--- config.mk ---
export PLATFORM = sky130hd
export DESIGN_NAME = wptr_full_gen_flat
export DESIGN_NICKNAME = d
export VERILOG_FILES = /design/src/rtl/wptr_full_gen_if.sv /design/src/rtl/wptr_full_gen.sv /design/src/flat_wrapper.sv
export SDC_FILE = /design/constraint.sdc
export NUM_CORES = 1
export LEC_CHECK = 0
export ABC_CLOCK_PERIOD_IN_PS = 5200
export BUFFER_PORTS_ARGS = -buffer_cell sky130_fd_sc_hd__buf_4
export CAP_MARGIN = 10
export CORE_AREA = 2 2 39 41
export CTS_CLUSTER_DIAMETER = 40
export DETAILED_ROUTE_END_ITERATION = 12
export DIE_AREA = 0 0 41 43
export PLACE_DENSITY = 0.6
export SKIP_LAST_GASP = 1
export SYNTH_ARGS = -nofsm -noshare
export SYNTH_HDL_FRONTEND = slang
export SYNTH_SLANG_ARGS = --single-unit
--- constraint.sdc ---
create_clock -name clk -period 5.2 [get_ports clk]
set_input_delay 0.78 -clock clk [delete_from_list [all_inputs] [get_ports clk]]
set_output_delay 0.78 -clock clk [all_outputs]
set_load 0.03 [all_outputs]
--- src/rtl/wptr_full_gen_if.sv ---
// Write-side pointer/flag bundle between a FIFO write client and wptr_full_gen.
// Optional almost-full flag present only when WPTR_ALMOST_FULL_EN is defined.
interface wptr_full_gen_if #(
   parameter int unsigned ADDR_SIZE = 4
);
   logic                 winc;
   logic [ADDR_SIZE:0]   rq2_wptr;
   logic [ADDR_SIZE-1:0] waddr;
   logic [ADDR_SIZE:0]   wptr;
   logic                 wfull;
`ifdef WPTR_ALMOST_FULL_EN
   logic                 wafull;

   modport master (
      output winc, rq2_wptr,
      input  waddr, wptr, wfull, wafull
   );

   modport slave (
      input  winc, rq2_wptr,
      output waddr, wptr, wfull, wafull
   );
`else
   modport master (
      output winc, rq2_wptr,
      input  waddr, wptr, wfull
   );

   modport slave (
      input  winc, rq2_wptr,
      output waddr, wptr, wfull
   );
`endif
endinterface

--- src/rtl/wptr_full_gen.sv ---
// Async-FIFO write pointer and full-flag generator.
// Keeps a binary write pointer, publishes it in Gray code for the read domain,
// and raises wfull when the next Gray pointer is one lap ahead of the
// synchronized read pointer.
// Optional feature macro: WPTR_ALMOST_FULL_EN adds the registered wafull flag.
module wptr_full_gen #(
   parameter int unsigned ADDR_SIZE    = 4,
   parameter int unsigned AFULL_MARGIN = 2
) (
   input  logic           clk,
   input  logic           rst,
   wptr_full_gen_if.slave wif
);

   localparam int unsigned DEPTH = 1 << ADDR_SIZE;

   // Elaboration-time guard on the legal parameter ranges.
   if (ADDR_SIZE < 2 || ADDR_SIZE > 12 ||
       AFULL_MARGIN < 1 || AFULL_MARGIN > DEPTH - 1 ||
       $bits(wif.wptr) != ADDR_SIZE + 1) begin : g_param_check
      $error("wptr_full_gen: parameter out of range or interface width mismatch");
   end

   logic [ADDR_SIZE:0] wbin;
   logic [ADDR_SIZE:0] wbin_next;
   logic [ADDR_SIZE:0] wgray_next;
   logic [ADDR_SIZE:0] wptr_q;
   logic [ADDR_SIZE:0] full_target;
   logic               wfull_q;
   logic               wfull_next;
   logic               accept;

   // Next binary/Gray pointer and full detection against the next pointer.
   always_comb begin
      accept      = wif.winc & ~wfull_q;
      wbin_next   = wbin + {{ADDR_SIZE{1'b0}}, accept};
      wgray_next  = wbin_next ^ (wbin_next >> 1);
      full_target = {~wif.rq2_wptr[ADDR_SIZE:ADDR_SIZE-1], wif.rq2_wptr[ADDR_SIZE-2:0]};
      wfull_next  = (wgray_next == full_target);
   end

   // Pointer and full-flag registers.
   always_ff @(posedge clk) begin
      if (rst) begin
         wbin    <= '0;
         wptr_q  <= '0;
         wfull_q <= 1'b0;
      end else begin
         wbin    <= wbin_next;
         wptr_q  <= wgray_next;
         wfull_q <= wfull_next;
      end
   end

   assign wif.waddr = wbin[ADDR_SIZE-1:0];
   assign wif.wptr  = wptr_q;
   assign wif.wfull = wfull_q;

`ifdef WPTR_ALMOST_FULL_EN
   localparam logic [ADDR_SIZE:0] AFULL_LEVEL = (ADDR_SIZE + 1)'(DEPTH - AFULL_MARGIN);

   logic [ADDR_SIZE:0] rbin;
   logic [ADDR_SIZE:0] occ_next;
   logic               wafull_q;
   logic               wafull_next;

   // Read pointer back to binary; occupancy after this cycle's write.
   // free <= margin is rewritten as occupancy >= DEPTH - margin.
   always_comb begin
      rbin = '0;
      for (int unsigned k = 0; k <= ADDR_SIZE; k++) begin
         rbin[k] = ^(wif.rq2_wptr >> k);
      end
      occ_next    = wbin_next - rbin;
      wafull_next = (occ_next >= AFULL_LEVEL);
   end

   // Almost-full register.
   always_ff @(posedge clk) begin
      if (rst) begin
         wafull_q <= 1'b0;
      end else begin
         wafull_q <= wafull_next;
      end
   end

   assign wif.wafull = wafull_q;
`endif

endmodule

--- src/flat_wrapper.sv ---
// flat-port wrapper written by rule: the top's interface ports become plain ports
module wptr_full_gen_flat 
#(
   parameter int unsigned ADDR_SIZE    = 4,
   parameter int unsigned AFULL_MARGIN = 2
)
  (clk, rst, wif_winc, wif_rq2_wptr, wif_waddr, wif_wptr, wif_wfull);
  wptr_full_gen_if #(.ADDR_SIZE(ADDR_SIZE)) wif_i ();
  input  logic clk;
  input  logic rst;
  input wire logic [$bits(wif_i.winc)-1:0] wif_winc;
  input wire logic [$bits(wif_i.rq2_wptr)-1:0] wif_rq2_wptr;
  output wire logic [$bits(wif_i.waddr)-1:0] wif_waddr;
  output wire logic [$bits(wif_i.wptr)-1:0] wif_wptr;
  output wire logic [$bits(wif_i.wfull)-1:0] wif_wfull;
  assign wif_i.winc = wif_winc;
  assign wif_i.rq2_wptr = wif_rq2_wptr;
  assign wif_waddr = wif_i.waddr;
  assign wif_wptr = wif_i.wptr;
  assign wif_wfull = wif_i.wfull;
  wptr_full_gen #(.ADDR_SIZE(ADDR_SIZE), .AFULL_MARGIN(AFULL_MARGIN)) u_core (.clk(clk), .rst(rst), .wif(wif_i));
endmodule
**Word level (Yosys, flattened, before mapping)**

Cells that the tools add are included.

- Input port bits: 8
- Word-level logic and storage cells: 9
- Output and inout port bits: 10
- Flip-flop bits (word level): 11

- Bitwise logic cells: 4
- Add/sub/neg operators: 1
- Equality and inequality tests: 1

Operator list:

| cell | count |
|---|---|
| $add A5 B1 Y5 | 1 |
| $eq A5 B5 Y1 | 1 |
| $xor A5 B4 Y5 | 1 |
| $not A2 Y2 | 1 |
| $and A1 B1 Y1 | 1 |
| $not A1 Y1 | 1 |

**Longest topological paths before layout**

- Depth after elaboration: 5
- Gate-level depth with buffers: 7

**Worst setup path after synthesis**

OpenSTA, ideal clock, no wires.

- Path kind: input -> register
- Start: input port wif_winc
- End: register u_core.wfull_q (netlist: u_core.wif.wfull)
- Slack: 2,860 ps
- Stages: 7
- Arrival: 2,252 ps
- Buffers on the path: 0
- Path through: nor2b_1 -> ha_1 -> ha_1 -> xnor2_2 -> xnor2_1 -> or3_1 -> nor4_2

- Longest elaborated chain between the ends: 4

Ends and longest elaborated chain:

| element | line | source |
|---|---|---|
| from (decl) | flat_wrapper.sv:11 | `input wire logic [$bits(wif_i.winc)-1:0] wif_winc;` |
| $and A1 B1 Y1 | wptr_full_gen.sv:35 | `accept = wif.winc & ~wfull_q;` |
| $add A5 B1 Y5 | wptr_full_gen.sv:36 | `wbin_next = wbin + {{ADDR_SIZE{1'b0}}, accept};` |
| via u_core.wbin_next[1] | wptr_full_gen.sv:25 | `logic [ADDR_SIZE:0] wbin_next;` |
| $xor A5 B4 Y5 | wptr_full_gen.sv:37 | `wgray_next = wbin_next ^ (wbin_next >> 1);` |
| $eq A5 B5 Y1 | wptr_full_gen.sv:39 | `wfull_next = (wgray_next == full_target);` |
| to (signal assigned) | wptr_full_gen.sv:51 | `wfull_q <= wfull_next;` |
| to (decl) | wptr_full_gen.sv:29 | `logic wfull_q;` |

The timed path passes the listed nets, and every way through them passes these cells.
A chain may end at the register's enable or synchronous reset.

**Worst setup path in the final report**

Ends and elaborated chain as after synthesis.

==> results.ini <==
[outcome]
status=complete, no violations

[sta]
slew_headroom=0.8113
finalMaxSlewViolations=0
rsz0062_at_grt=no
hold_violations=0
fmax_mhz=447.1
tightest_slew_ns=0.2831
fin_skew_ns=0.002635
finalSetupViolations=0
period_minus_slack_ns=2.237
tns_ns=0
post-route-period-util=0.4301

[worst_setup_path]
cp.buffers_inverters=1
crit_type=input port to register
crit_chain=buf_4, nor2b_1, ha_1, ha_1, xnor2_2, xnor2_1, or3_1, nor4_2
cpMostUsedCell=ha_1
slowest_delay_ns=0.35
cp_top_family=simple AND/OR/NAND/NOR gates
cp_max_fo=4
required_ns=5.38
cp.arrival_ns=2.42
end_kind=register
cp-start-kind=input port
slowest_stage=ha_1

[floorplan]
num_rows=14
dieArea_sq_um=1763
boundaryPins=18
fp.dieH_microns=43
start_util=0.3454
core-area_sq_um=1384
die_w_microns=41

[placed_design]
dp_cells=78
io_buffers=17
place_congestion=0.6706
place_hpwl_microns=628.5

[synth]
yosys-top-cells-count=dfxtp_1, xnor2_1, nor2_1
synth_compound_area_frac=0.04450
synth_top_area_cell=dfxtp_1
synth-xor-area-share=0.3063
yosysMostFrequentCell=dfxtp_1
synth_top_cell_area_share=0.4188
syn-cell-area_sq_um=478.0
synth_adder_area_share=0.05236
syn_area_per_cell_sq_um=10.39
synthSimpleGateAreaFrac=0.1702
yosysWarnings=0
ys_types=15
async_flop_share=0
synthMuxAreaShare=0
synth_edf_count=0
synth_nets=56
synth-main-ff-cell=dfxtp_1
synthTopCellsByArea=dfxtp_1, xnor2_1, xor2_1
synthCells=46
ys_seq_elements=10
synth_top_family_by_area=XOR/XNOR gates
seq_area_frac_synth=0.4188

[cts]
cts.clk_slew.worst_paths_ns=0.07
post-cts-setup-buffer-count=0
cts-root-buf=clkbuf_4
cts_hold_buf=0
cts_tree=yes
clk_latency_ns=0.26
numCtsBuffers=3
cts_resized=0
cts.path.max_buffers=2
cts.htree.levels=1
cts_num_sinks=10

[run]
maxCapViolations=0

[pwr]
p_leak_nw=0.2884
p_int_mw=0.1457
combPwrFrac=0.227
p_sw_frac=0.2717
clock_power_share=0.355
seq_power_share=0.418
vdd_drop_max_mv=0.2200
p_sw_mw=0.05434
power_density_nw_per_um2=303.9

[cells_and_area]
drive_gt1_frac=0.3636
diodes=0
final_nets=77
area_growth_syn_to_layout_pct=37.70
final_cell_count_no_fill=82

[global_routing]
grt_pass1_vias=337
grt.busiest_layer=met1
grt_start_max_net_pins=11
grtUsageMet3=0.04712
gr-usage-met1=0.1634
grtUsageMet2=0.1375
grt_overflow_total=0
grt_pass1_wl_microns=1317
grt.total_usage=0.1160
antenna_found_initial=0

[worst_hold_path]
hold_path_class=register to register

[routing]
routed_wl_microns=830
drc_errors=0
drt_iter0_markers=2
ant_nets=0
wl_per_cell_microns=10.12
vias=360
vias_per_cell=4.390
dr.pass1.iters=2

routing by layer:
metal / up-vias / share of wire
met4: 0 / 0.030
met1: 148 / 0.50
met3: 4 / 0.096
met5: - / 0
met2: 17 / 0.37
li1: 191 / -
registers in the layout, indices dropped and copies added, names as in the netlist:
register	flops
u_core.wbin	4
u_core.wif.wfull	1
u_core.wif.wptr	5
cell type report:
| cell class | instances | area [sq um] |
|---|---|---|
| Clock buffer | 4 | 36.28 |
| Timing Repair Buffer | 17 | 127.6 |
| Fill cell | 136 | 725.7 |
| Tap cell | 16 | 20.02 |
| Multi-Input combinational cell | 35 | 274.0 |
| Sequential cell | 10 | 200.2 |
worst min-delay path, stage by stage, from the launching register on:
cell and delay (ns):
dfxtp_1 0.37, xor2_1 0.16, nor2_1 0.04
cell families (layout without fill, tap and decap cells):
| kind of cell | Yosys count | count (layout) |
|---|---|---|
| AO/OA/AOI/OAI | 3 | 3 |
| XOR/XNOR | 15 | 15 |
| adder cells (fa/ha/maj) | 2 | 2 |
| buffers and inverters | 1 | 21 |
| flip-flops | 10 | 10 |
| AND/OR/NAND/NOR | 15 | 15 |
power groups by stage:
| stage | Combinational (mW) | Sequential, mW | Clock, mW |
|---|---|---|---|
| CTS | 0.0461 | 0.0836 | 0.0728 |
| floorplan | 0.0228 | 0.0944 | 0 |
| finish | 0.0455 | 0.0836 | 0.0709 |
| global placement | 0.0457 | 0.0853 | 0 |
| global route | 0.0492 | 0.0843 | 0.0759 |
| detailed placement | 0.0458 | 0.0854 | 0 |
final timing paths:
path                                               startpoint  cells after the start  slack (ns)                            end
worst max-delay path                                 wif_winc                      8        2.96    u_core.wif.wfull$_SDFF_PP0_
worst min-delay path            u_core.wif.wptr[4]$_SDFF_PP0_                      2        0.62  u_core.wif.wptr[3]$_SDFF_PP0_
worst max register to register    u_core.wif.wfull$_SDFF_PP0_                      7        3.31    u_core.wif.wfull$_SDFF_PP0_
worst min register to register  u_core.wif.wptr[4]$_SDFF_PP0_                      2        0.62  u_core.wif.wptr[3]$_SDFF_PP0_
cell usage in the layout (no fill, tap or decap), types with 2 or more instances in the layout:
master and instances:
a21boi_0 2, buf_4 17, clkbuf_4 3, dfxtp_1 10, ha_1 2, nor2_1 7, nor2b_1 3, xnor2_1 9
xnor2_2 2, xor2_1 4
per-stage QoR:
| stage | hold WS, ns | worst slack (ns) | util | cell area (sq um) | total power, mW |
|---|---|---|---|---|---|
| final | 0.6194 | 2.963 | 0.4756 | 658.1 | 0.2000 |
| after global routing | 0.6603 | 2.874 | 0.4756 | 658.1 | 0.2094 |
| after detailed placement | 0.6065 | 2.680 | 0.4494 | 621.8 | 0.1313 |
| after floorplan | 0.7106 | 2.860 | - | 478.0 | 0.1172 |
| after global placement | 0.5971 | 2.710 | 0.4494 | 621.8 | 0.1310 |
| after CTS | 0.6264 | 2.954 | 0.4756 | 658.1 | 0.2024 |
Note: power is estimated with default switching activity, not from simulation.
